[config.mk]
export PLATFORM = sky130hd
export DESIGN_NAME = usb_packet_parser_flat
export DESIGN_NICKNAME = d
export VERILOG_FILES = /design/src/rtl/usb_pkg.sv /design/src/rtl/usb_packet_parser_if.sv /design/src/rtl/usb_crc_strip.sv /design/src/rtl/usb_packet_parser.sv /design/src/flat_wrapper.sv
export SDC_FILE = /design/constraint.sdc
export NUM_CORES = 1
export LEC_CHECK = 0
export CAP_MARGIN = 25
export CORE_ASPECT_RATIO = 0.6
export CORE_MARGIN = 2
export CORE_UTILIZATION = 30
export DETAILED_ROUTE_END_ITERATION = 8
export SLEW_MARGIN = 0
export SYNTH_ARGS = -nofsm -noshare
export SYNTH_HDL_FRONTEND = slang
export SYNTH_SLANG_ARGS = --single-unit
[constraint.sdc]
create_clock -name clk48 -period 5.3 [get_ports clk48]
set_clock_uncertainty 0.15 [all_clocks]
set_input_delay 1.06 -clock clk48 [delete_from_list [all_inputs] [get_ports clk48]]
set_output_delay 1.06 -clock clk48 [all_outputs]
set_load 0.05 [all_outputs]
[src/rtl/usb_pkg.sv]
// Shared USB packet definitions: PID values, parser error codes, parser state encoding.
package usb_pkg;

    localparam logic [3:0] PID_OUT   = 4'b0001;
    localparam logic [3:0] PID_IN    = 4'b1001;
    localparam logic [3:0] PID_SOF   = 4'b0101;
    localparam logic [3:0] PID_SETUP = 4'b1101;
    localparam logic [3:0] PID_DATA0 = 4'b0011;
    localparam logic [3:0] PID_DATA1 = 4'b1011;
    localparam logic [3:0] PID_ACK   = 4'b0010;
    localparam logic [3:0] PID_NAK   = 4'b1010;
    localparam logic [3:0] PID_STALL = 4'b1110;
    localparam logic [3:0] PID_NYET  = 4'b0110;

    localparam logic [2:0] ERR_NONE  = 3'd0;
    localparam logic [2:0] ERR_NOPID = 3'd1;
    localparam logic [2:0] ERR_CRC   = 3'd2;
    localparam logic [2:0] ERR_LEN   = 3'd3;
    localparam logic [2:0] ERR_OVF   = 3'd4;
    localparam logic [2:0] ERR_PID   = 3'd5;

    typedef enum logic [2:0] {
        ST_IDLE,
        ST_TOKEN,
        ST_HSHK,
        ST_DATA,
        ST_DISCARD,
        ST_DONE
    } state_t;

    typedef enum logic [1:0] {
        PK_TOKEN,
        PK_HSHK,
        PK_DATA,
        PK_OTHER
    } pid_class_t;

    // SOF shares the token layout (two field bytes), so it is classed as a token.
    function automatic pid_class_t pid_class(input logic [3:0] pid);
        case (pid)
            PID_OUT, PID_IN, PID_SETUP, PID_SOF:     return PK_TOKEN;
            PID_ACK, PID_NAK, PID_STALL, PID_NYET:   return PK_HSHK;
            PID_DATA0, PID_DATA1:                    return PK_DATA;
            default:                                 return PK_OTHER;
        endcase
    endfunction

endpackage

[src/rtl/usb_packet_parser_if.sv]
// Decoder-to-parser byte stream plus the parser's packet-level results.
interface usb_packet_parser_if;

    logic [7:0]  byte_in;
    logic        byte_in_valid;
    logic [3:0]  pid_in;
    logic        pid_in_valid;
    logic        pkt_eop;
    logic        pkt_ok;

    logic        tok_valid;
    logic [3:0]  tok_pid;
    logic [6:0]  tok_addr;
    logic [3:0]  tok_endp;
    logic        sof_valid;
    logic [10:0] frame_num;
    logic        hs_valid;
    logic [3:0]  hs_pid;
    logic        data_start;
    logic [3:0]  data_pid;
    logic [7:0]  data_byte;
    logic        data_byte_valid;
    logic        data_end;
    logic        data_ok;
    logic [10:0] data_len;
    logic        err_valid;
    logic [2:0]  err_code;

    modport master (
        output byte_in, byte_in_valid, pid_in, pid_in_valid, pkt_eop, pkt_ok,
        input  tok_valid, tok_pid, tok_addr, tok_endp, sof_valid, frame_num,
        input  hs_valid, hs_pid, data_start, data_pid, data_byte, data_byte_valid,
        input  data_end, data_ok, data_len, err_valid, err_code
    );

    modport slave (
        input  byte_in, byte_in_valid, pid_in, pid_in_valid, pkt_eop, pkt_ok,
        output tok_valid, tok_pid, tok_addr, tok_endp, sof_valid, frame_num,
        output hs_valid, hs_pid, data_start, data_pid, data_byte, data_byte_valid,
        output data_end, data_ok, data_len, err_valid, err_code
    );

endinterface

[src/rtl/usb_crc_strip.sv]
// Two-byte delay line: bytes only leave once two newer bytes are held behind them,
// so the trailing CRC16 pair is never emitted.
module usb_crc_strip (
    input  logic       clk48,
    input  logic       reset,
    input  logic       clear,
    input  logic       flush,
    input  logic       push,
    input  logic [7:0] din,
    output logic       emit,
    output logic [7:0] dout,
    output logic [1:0] held
);

    logic [7:0] d0;
    logic [7:0] d1;

    always_ff @(posedge clk48) begin
        if (reset) begin
            d0   <= 8'd0;
            d1   <= 8'd0;
            held <= 2'd0;
            emit <= 1'b0;
            dout <= 8'd0;
        end else if (clear) begin
            held <= 2'd0;
            emit <= 1'b0;
        end else begin
            emit <= 1'b0;
            if (push) begin
                case (held)
                    2'd0: begin
                        d0   <= din;
                        held <= 2'd1;
                    end
                    2'd1: begin
                        d1   <= din;
                        held <= 2'd2;
                    end
                    default: begin
                        dout <= d0;
                        emit <= 1'b1;
                        d0   <= d1;
                        d1   <= din;
                    end
                endcase
            end
            // A push in the same cycle still emits; only the held pair is dropped.
            if (flush) held <= 2'd0;
        end
    end

endmodule

[src/rtl/usb_packet_parser.sv]
// Classifies decoded USB packets (token/SOF/data/handshake), extracts token fields
// and streams data payloads with the CRC16 stripped.
module usb_packet_parser
    import usb_pkg::*;
#(
    parameter int MAX_PAYLOAD = 64
) (
    input logic                clk48,
    input logic                reset,
    usb_packet_parser_if.slave bus
);

    localparam logic [10:0] MAXP = 11'(MAX_PAYLOAD);

    state_t      state;
    logic [3:0]  pid_r;
    logic [2:0]  pend;
    logic        is_data;
    logic [1:0]  rx_cnt;
    logic [7:0]  b0;
    logic [2:0]  b1_lo;
    logic [10:0] emit_cnt;

    logic [1:0]  rx_eff;
    logic [7:0]  b0_eff;
    logic [2:0]  b1_eff;
    logic [1:0]  held;
    logic        pushes_out;
    logic        ovf;
    logic        push;
    logic        flush;
    logic        clear;
    logic [10:0] emit_eff;

    // The *_eff values fold in a byte arriving in the same cycle as pkt_eop.
    always_comb begin
        rx_eff = rx_cnt;
        if (bus.byte_in_valid && rx_cnt != 2'd3) rx_eff = rx_cnt + 2'd1;
        b0_eff     = (bus.byte_in_valid && rx_cnt == 2'd0) ? bus.byte_in : b0;
        b1_eff     = (bus.byte_in_valid && rx_cnt == 2'd1) ? bus.byte_in[2:0] : b1_lo;
        pushes_out = (state == ST_DATA) && bus.byte_in_valid && (held == 2'd2);
        ovf        = pushes_out && (emit_cnt == MAXP);
        push       = (state == ST_DATA) && bus.byte_in_valid && !ovf;
        emit_eff   = (push && held == 2'd2) ? emit_cnt + 11'd1 : emit_cnt;
        flush      = (state == ST_DATA) && bus.pkt_eop;
        clear      = (state == ST_IDLE);
    end

    usb_crc_strip u_strip (
        .clk48 (clk48),
        .reset (reset),
        .clear (clear),
        .flush (flush),
        .push  (push),
        .din   (bus.byte_in),
        .emit  (bus.data_byte_valid),
        .dout  (bus.data_byte),
        .held  (held)
    );

    always_ff @(posedge clk48) begin
        if (reset) begin
            state          <= ST_IDLE;
            pid_r          <= 4'd0;
            pend           <= ERR_NONE;
            is_data        <= 1'b0;
            rx_cnt         <= 2'd0;
            b0             <= 8'd0;
            b1_lo          <= 3'd0;
            emit_cnt       <= 11'd0;
            bus.tok_valid  <= 1'b0;
            bus.tok_pid    <= 4'd0;
            bus.tok_addr   <= 7'd0;
            bus.tok_endp   <= 4'd0;
            bus.sof_valid  <= 1'b0;
            bus.frame_num  <= 11'd0;
            bus.hs_valid   <= 1'b0;
            bus.hs_pid     <= 4'd0;
            bus.data_start <= 1'b0;
            bus.data_pid   <= 4'd0;
            bus.data_end   <= 1'b0;
            bus.data_ok    <= 1'b0;
            bus.data_len   <= 11'd0;
            bus.err_valid  <= 1'b0;
            bus.err_code   <= ERR_NONE;
        end else begin
            bus.tok_valid  <= 1'b0;
            bus.sof_valid  <= 1'b0;
            bus.hs_valid   <= 1'b0;
            bus.data_start <= 1'b0;
            bus.data_end   <= 1'b0;
            bus.err_valid  <= 1'b0;

            if (bus.byte_in_valid) begin
                rx_cnt <= rx_eff;
                if (rx_cnt == 2'd0) b0 <= bus.byte_in;
                if (rx_cnt == 2'd1) b1_lo <= bus.byte_in[2:0];
            end
            if (push && held == 2'd2) emit_cnt <= emit_eff;

            case (state)
                ST_IDLE: begin
                    rx_cnt   <= 2'd0;
                    emit_cnt <= 11'd0;
                    if (bus.pkt_eop) begin
                        bus.err_valid <= 1'b1;
                        bus.err_code  <= ERR_NOPID;
                    end else if (bus.pid_in_valid) begin
                        pid_r   <= bus.pid_in;
                        is_data <= 1'b0;
                        case (pid_class(bus.pid_in))
                            PK_TOKEN: state <= ST_TOKEN;
                            PK_HSHK:  state <= ST_HSHK;
                            PK_DATA: begin
                                state          <= ST_DATA;
                                is_data        <= 1'b1;
                                bus.data_start <= 1'b1;
                                bus.data_pid   <= bus.pid_in;
                            end
                            default: begin
                                state <= ST_DISCARD;
                                pend  <= ERR_PID;
                            end
                        endcase
                    end
                end

                ST_TOKEN: begin
                    if (bus.pkt_eop) begin
                        state <= ST_DONE;
                        if (bus.pkt_ok && rx_eff == 2'd2) begin
                            if (pid_r == PID_SOF) begin
                                bus.sof_valid <= 1'b1;
                                bus.frame_num <= {b1_eff, b0_eff};
                            end else begin
                                bus.tok_valid <= 1'b1;
                                bus.tok_pid   <= pid_r;
                                bus.tok_addr  <= b0_eff[6:0];
                                bus.tok_endp  <= {b1_eff, b0_eff[7]};
                            end
                        end else begin
                            bus.err_valid <= 1'b1;
                            bus.err_code  <= bus.pkt_ok ? ERR_LEN : ERR_CRC;
                        end
                    end
                end

                ST_HSHK: begin
                    if (bus.pkt_eop) begin
                        state <= ST_DONE;
                        if (rx_eff == 2'd0) begin
                            bus.hs_valid <= 1'b1;
                            bus.hs_pid   <= pid_r;
                        end else begin
                            bus.err_valid <= 1'b1;
                            bus.err_code  <= ERR_LEN;
                        end
                    end
                end

                ST_DATA: begin
                    if (ovf) begin
                        if (bus.pkt_eop) begin
                            state         <= ST_DONE;
                            bus.err_valid <= 1'b1;
                            bus.err_code  <= ERR_OVF;
                            bus.data_end  <= 1'b1;
                            bus.data_ok   <= 1'b0;
                            bus.data_len  <= emit_cnt;
                        end else begin
                            state <= ST_DISCARD;
                            pend  <= ERR_OVF;
                        end
                    end else if (bus.pkt_eop) begin
                        state        <= ST_DONE;
                        bus.data_end <= 1'b1;
                        bus.data_len <= emit_eff;
                        bus.data_ok  <= bus.pkt_ok && (rx_eff >= 2'd2);
                        // CRC failure outranks a short packet, matching the token path.
                        if (!bus.pkt_ok) begin
                            bus.err_valid <= 1'b1;
                            bus.err_code  <= ERR_CRC;
                        end else if (rx_eff < 2'd2) begin
                            bus.err_valid <= 1'b1;
                            bus.err_code  <= ERR_LEN;
                        end
                    end
                end

                ST_DISCARD: begin
                    if (bus.pkt_eop) begin
                        state         <= ST_DONE;
                        bus.err_valid <= 1'b1;
                        bus.err_code  <= pend;
                        if (is_data) begin
                            bus.data_end <= 1'b1;
                            bus.data_ok  <= 1'b0;
                            bus.data_len <= emit_cnt;
                        end
                    end
                end

                ST_DONE: state <= ST_IDLE;

                default: state <= ST_IDLE;
            endcase
        end
    end

endmodule

[src/flat_wrapper.sv]
// flat-port wrapper written by rule: the top's interface ports become plain ports
module usb_packet_parser_flat import usb_pkg::*;
#(
    parameter int MAX_PAYLOAD = 64
)
  (clk48, reset, bus_byte_in, bus_byte_in_valid, bus_pid_in, bus_pid_in_valid, bus_pkt_eop, bus_pkt_ok, bus_tok_valid, bus_tok_pid, bus_tok_addr, bus_tok_endp, bus_sof_valid, bus_frame_num, bus_hs_valid, bus_hs_pid, bus_data_start, bus_data_pid, bus_data_byte, bus_data_byte_valid, bus_data_end, bus_data_ok, bus_data_len, bus_err_valid, bus_err_code);
  usb_packet_parser_if bus_i ();
  input logic clk48;
  input logic reset;
  input wire logic [$bits(bus_i.byte_in)-1:0] bus_byte_in;
  input wire logic [$bits(bus_i.byte_in_valid)-1:0] bus_byte_in_valid;
  input wire logic [$bits(bus_i.pid_in)-1:0] bus_pid_in;
  input wire logic [$bits(bus_i.pid_in_valid)-1:0] bus_pid_in_valid;
  input wire logic [$bits(bus_i.pkt_eop)-1:0] bus_pkt_eop;
  input wire logic [$bits(bus_i.pkt_ok)-1:0] bus_pkt_ok;
  output wire logic [$bits(bus_i.tok_valid)-1:0] bus_tok_valid;
  output wire logic [$bits(bus_i.tok_pid)-1:0] bus_tok_pid;
  output wire logic [$bits(bus_i.tok_addr)-1:0] bus_tok_addr;
  output wire logic [$bits(bus_i.tok_endp)-1:0] bus_tok_endp;
  output wire logic [$bits(bus_i.sof_valid)-1:0] bus_sof_valid;
  output wire logic [$bits(bus_i.frame_num)-1:0] bus_frame_num;
  output wire logic [$bits(bus_i.hs_valid)-1:0] bus_hs_valid;
  output wire logic [$bits(bus_i.hs_pid)-1:0] bus_hs_pid;
  output wire logic [$bits(bus_i.data_start)-1:0] bus_data_start;
  output wire logic [$bits(bus_i.data_pid)-1:0] bus_data_pid;
  output wire logic [$bits(bus_i.data_byte)-1:0] bus_data_byte;
  output wire logic [$bits(bus_i.data_byte_valid)-1:0] bus_data_byte_valid;
  output wire logic [$bits(bus_i.data_end)-1:0] bus_data_end;
  output wire logic [$bits(bus_i.data_ok)-1:0] bus_data_ok;
  output wire logic [$bits(bus_i.data_len)-1:0] bus_data_len;
  output wire logic [$bits(bus_i.err_valid)-1:0] bus_err_valid;
  output wire logic [$bits(bus_i.err_code)-1:0] bus_err_code;
  assign bus_i.byte_in = bus_byte_in;
  assign bus_i.byte_in_valid = bus_byte_in_valid;
  assign bus_i.pid_in = bus_pid_in;
  assign bus_i.pid_in_valid = bus_pid_in_valid;
  assign bus_i.pkt_eop = bus_pkt_eop;
  assign bus_i.pkt_ok = bus_pkt_ok;
  assign bus_tok_valid = bus_i.tok_valid;
  assign bus_tok_pid = bus_i.tok_pid;
  assign bus_tok_addr = bus_i.tok_addr;
  assign bus_tok_endp = bus_i.tok_endp;
  assign bus_sof_valid = bus_i.sof_valid;
  assign bus_frame_num = bus_i.frame_num;
  assign bus_hs_valid = bus_i.hs_valid;
  assign bus_hs_pid = bus_i.hs_pid;
  assign bus_data_start = bus_i.data_start;
  assign bus_data_pid = bus_i.data_pid;
  assign bus_data_byte = bus_i.data_byte;
  assign bus_data_byte_valid = bus_i.data_byte_valid;
  assign bus_data_end = bus_i.data_end;
  assign bus_data_ok = bus_i.data_ok;
  assign bus_data_len = bus_i.data_len;
  assign bus_err_valid = bus_i.err_valid;
  assign bus_err_code = bus_i.err_code;
  usb_packet_parser #(.MAX_PAYLOAD(MAX_PAYLOAD)) u_core (.clk48(clk48), .reset(reset), .bus(bus_i));
endmodule
==> summary.txt <==
Timing
  – Setup Total Neg Slack: 0 ns
  – Max-slew violation count: 0
  – Setup WS post-layout: 2.310 ns
  – Hold Vio Cnt, Final: 0
  – Tcrit/Tclk final: between 50% and 60%
  – Maximum clock frequency: 334.5 MHz
  – Unrepaired setup endpoints after global routing: false
  – Least-Margin Pin Slew: 0.9016 ns
  – Min Tclk post-route: 2.990 ns
  – Final setup viols: 0
  – Max-slew headroom: 39.89%

Clock tree
  – PostCTS Resize Cnt: 0
  – Clk root buf: clkbuf_16
  – CTS max path bufs: 2
  – CTS tree: done
  – H-tree levels: 4
  – Worst-Skew Late Latency: just over 0.4 ns
  – Num CTS Buffers: 17
  – Hold Buf Count CTS: 0
  – Clock slew seen by the registers of the worst setup and hold paths: 0.06 ns
  – Clock Sinks: 116
  – Setup bufs post-CTS: 0

Cells and area
  – Fill cells: 1502
  – Most common cell after layout, fill and taps aside: dfxtp_1
  – Nets: 607
  – Final Non-Filler Cells: 794
  – Commonest non-fill, non-tap cells in the layout: dfxtp_1 (116), nor2_1 (96), clkdlybuf4s50_1 (80)
  – N_diodes: 0
  – Fraction of layout cells with a size suffix above 1: under 10%
  – Layout area overhead: 32.00%

Setup path
  – Worst Path Required: 5.44 ns
  – Critical Path Sink Type: register
  – Critical path's largest stage delay: 0.60 ns
  – Worst Path Max Fanout: 9
  – Arr. time, crit path: approximately 3.1 ns
  – Slowest library cell on the worst path: clkdlybuf4s50_1
  – Critical-path cell list: clkdlybuf4s50_1 > and4b_1 > nand4_4 > and4_1 > nor3_1 > mux2_2
  – Crit path launch type: input pin
  – Worst setup path class: in -> reg

Yosys
  – Yosys warns: 0
  – Post-Synthesis Cells: 505
  – Main synth FF type: dfxtp_1
  – Sequential area share after synthesis: 48.80%
  – Cell type with the largest total area after synthesis: dfxtp_1
  – Library cells used by synthesis: 52
  – Mapped Area: 4758 sq um
  – Mean Syn Cell Area: 9.422 sq um
  – #FFs+latches synth: 116
  – Post-synth ARST share: 0%
  – Largest cells by area after synthesis: dfxtp_1 (49%), nor2_1 (7.6%), mux2i_1 (7.2%), a21oi_1 (3.2%), ha_1 (2.9%)
  – Post-synth EDFFs: 0
  – Synth top area share: 48.80%
  – Synthesized net count: 534

GRT
  – First-pass GRT wire length: between 15000 and 20000 microns
  – Overall routing resource usage: 14.05%
  – Vias in the first global route: 3678
  – Initial antenna violation count: 0
  – Largest net degree at the start of global routing: 85
  – Total grt overflow: 0

Placement
  – Placed cell count: roughly 760
  – HPWL after DPL: ~8200 microns
  – RD Place Congestion: 0.8535
  – Port bufs: 81
  – DP Worst Slack: 1.639 ns

Floorplan
  – Core area: 15410 sq um
  – Die footprint: about 17000 sq um
  – Die X: between 150 and 200 microns
  – Starting density of the core: 30.87%
  – Floorplan row count: 35
  – I/O pins: around 80
  – Die height: 101.6 microns

Drt
  – Wire per inst: 14.46 microns
  – DRC violations left: 0
  – Initial DRC Count: 307
  – Pre-antenna DRT Iters: 5
  – WL final: between 10000 and 15000 microns
  – Vias per std cell: 4.875
  – Vias: 3871
  – Remaining antenna violation count: 0

Pwr
  – Total power: 2414 uW
  – Total leakage power: 0.002449 uW
  – Power Dens Cells: 384.3 nW/um^2
  – Worst VDD drop: 0.1861 mV

Run status
  – Status: complete, no violations

Run
  – Number of max-cap violations: 0

Worst hold path
  – Worst hold path type: reg -> reg
[cell usage after synthesis (2+ instances only)]
cell type	count
buf_2	8
nand2_1	29
clkbuf_1	17
nand2b_1	6
nand4_1	4
xor2_1	8
a311oi_1	8
a211oi_1	17
nor4b_4	2
mux2_2	3
a21oi_1	30
nand3_1	12
buf_6	2
mux2i_1	34
nor2b_1	6
and4b_1	2
dfxtp_1	116
nor3_1	8
and4_1	4
a22o_1	2
buf_4	2
o22ai_1	3
xnor2_1	3
and3_1	8
inv_1	9
nor2_1	96
ha_1	11
a211oi_2	6
o21ai_0	22
nor4_4	2
nor4_1	2
and2_1	3
[flip-flops by register name, summed over array words and instances (netlist names), 4 cells and up]
signal,count
u_core.bus.data_len,11
u_core.bus.frame_num,11
u_core.emit_cnt,11
u_core.b0,8
u_core.u_strip.d0,8
u_core.u_strip.d1,8
u_core.u_strip.dout,8
u_core.bus.tok_addr,7
u_core.bus.data_pid,4
u_core.bus.hs_pid,4
u_core.bus.tok_endp,4
u_core.bus.tok_pid,4
u_core.pid_r,4
[per-stage QoR]
| step | instance area, sq um | hold WS, ns | util (%) |
|---|---|---|---|
| after detailed placement | 5688 | 0.3027 | 36.90 |
| after global routing | 6281 | 0.3599 | 40.75 |
| after global placement | 5688 | 0.3008 | 36.90 |
| after CTS | 6270 | 0.3104 | 40.67 |
| final | 6281 | 0.3095 | 40.75 |
| after floorplan | 4758 | 0.2821 | - |
[path summary, 6_finish.rpt]
path / start / end / depth (start not counted) / slack [ns]
max: bus_byte_in_valid / u_core.bus.err_code[2] / 6 / 2.31
min: u_core.is_data / u_core.is_data / 2 / 0.31
max reg2reg: u_core.rx_cnt[0] / u_core.bus.err_code[2] / 7 / 2.90
min reg2reg: u_core.is_data / u_core.is_data / 2 / 0.31
[layer usage]
metal  vias to the layer above  routed length, microns  GRT usage, %
met5                         -                       0             0
met4                         0                      91         4.907
met3                        12                     940         5.744
met2                       116                    4756         20.66
met1                      1822                    5694         18.71
li1                       1921                       -             -
[final cells by class]
cell class	count	area (sq um)	area share [%]
inverter	11	41.29	0.6574
sequential	116	2322	36.97
tap	203	254.0	4.044
clock inverter	15	156.4	2.490
multi-input combinational	348	2250	35.82
clock buffer	17	425.4	6.773
timing repair buffer	84	832.0	13.25
[logic make-up after synthesis]
family | synth area share, %
and+or+nand+nor | 20.48
DFF | 48.80
xor gates and xnor gates | 2.025
AOI/OAI and AO/OA | 14.02
adders and majority gates | 2.892
muxes | 7.862
buffers and inverters | 3.918
[critical path: cells and delay by family]
| kind | cells | cell delay, ns |
|---|---|---|
| buffers and inverters | 1 | 0.60 |
| and+or+nand+nor | 4 | 1.12 |
| muxes | 1 | 0.35 |
[report_power, final]
group	internal (uW)	switching [uW]
clock network	693	428
logic	113	222
registers	912	45.4
No activity file was read; power rests on OpenSTA's default activity.
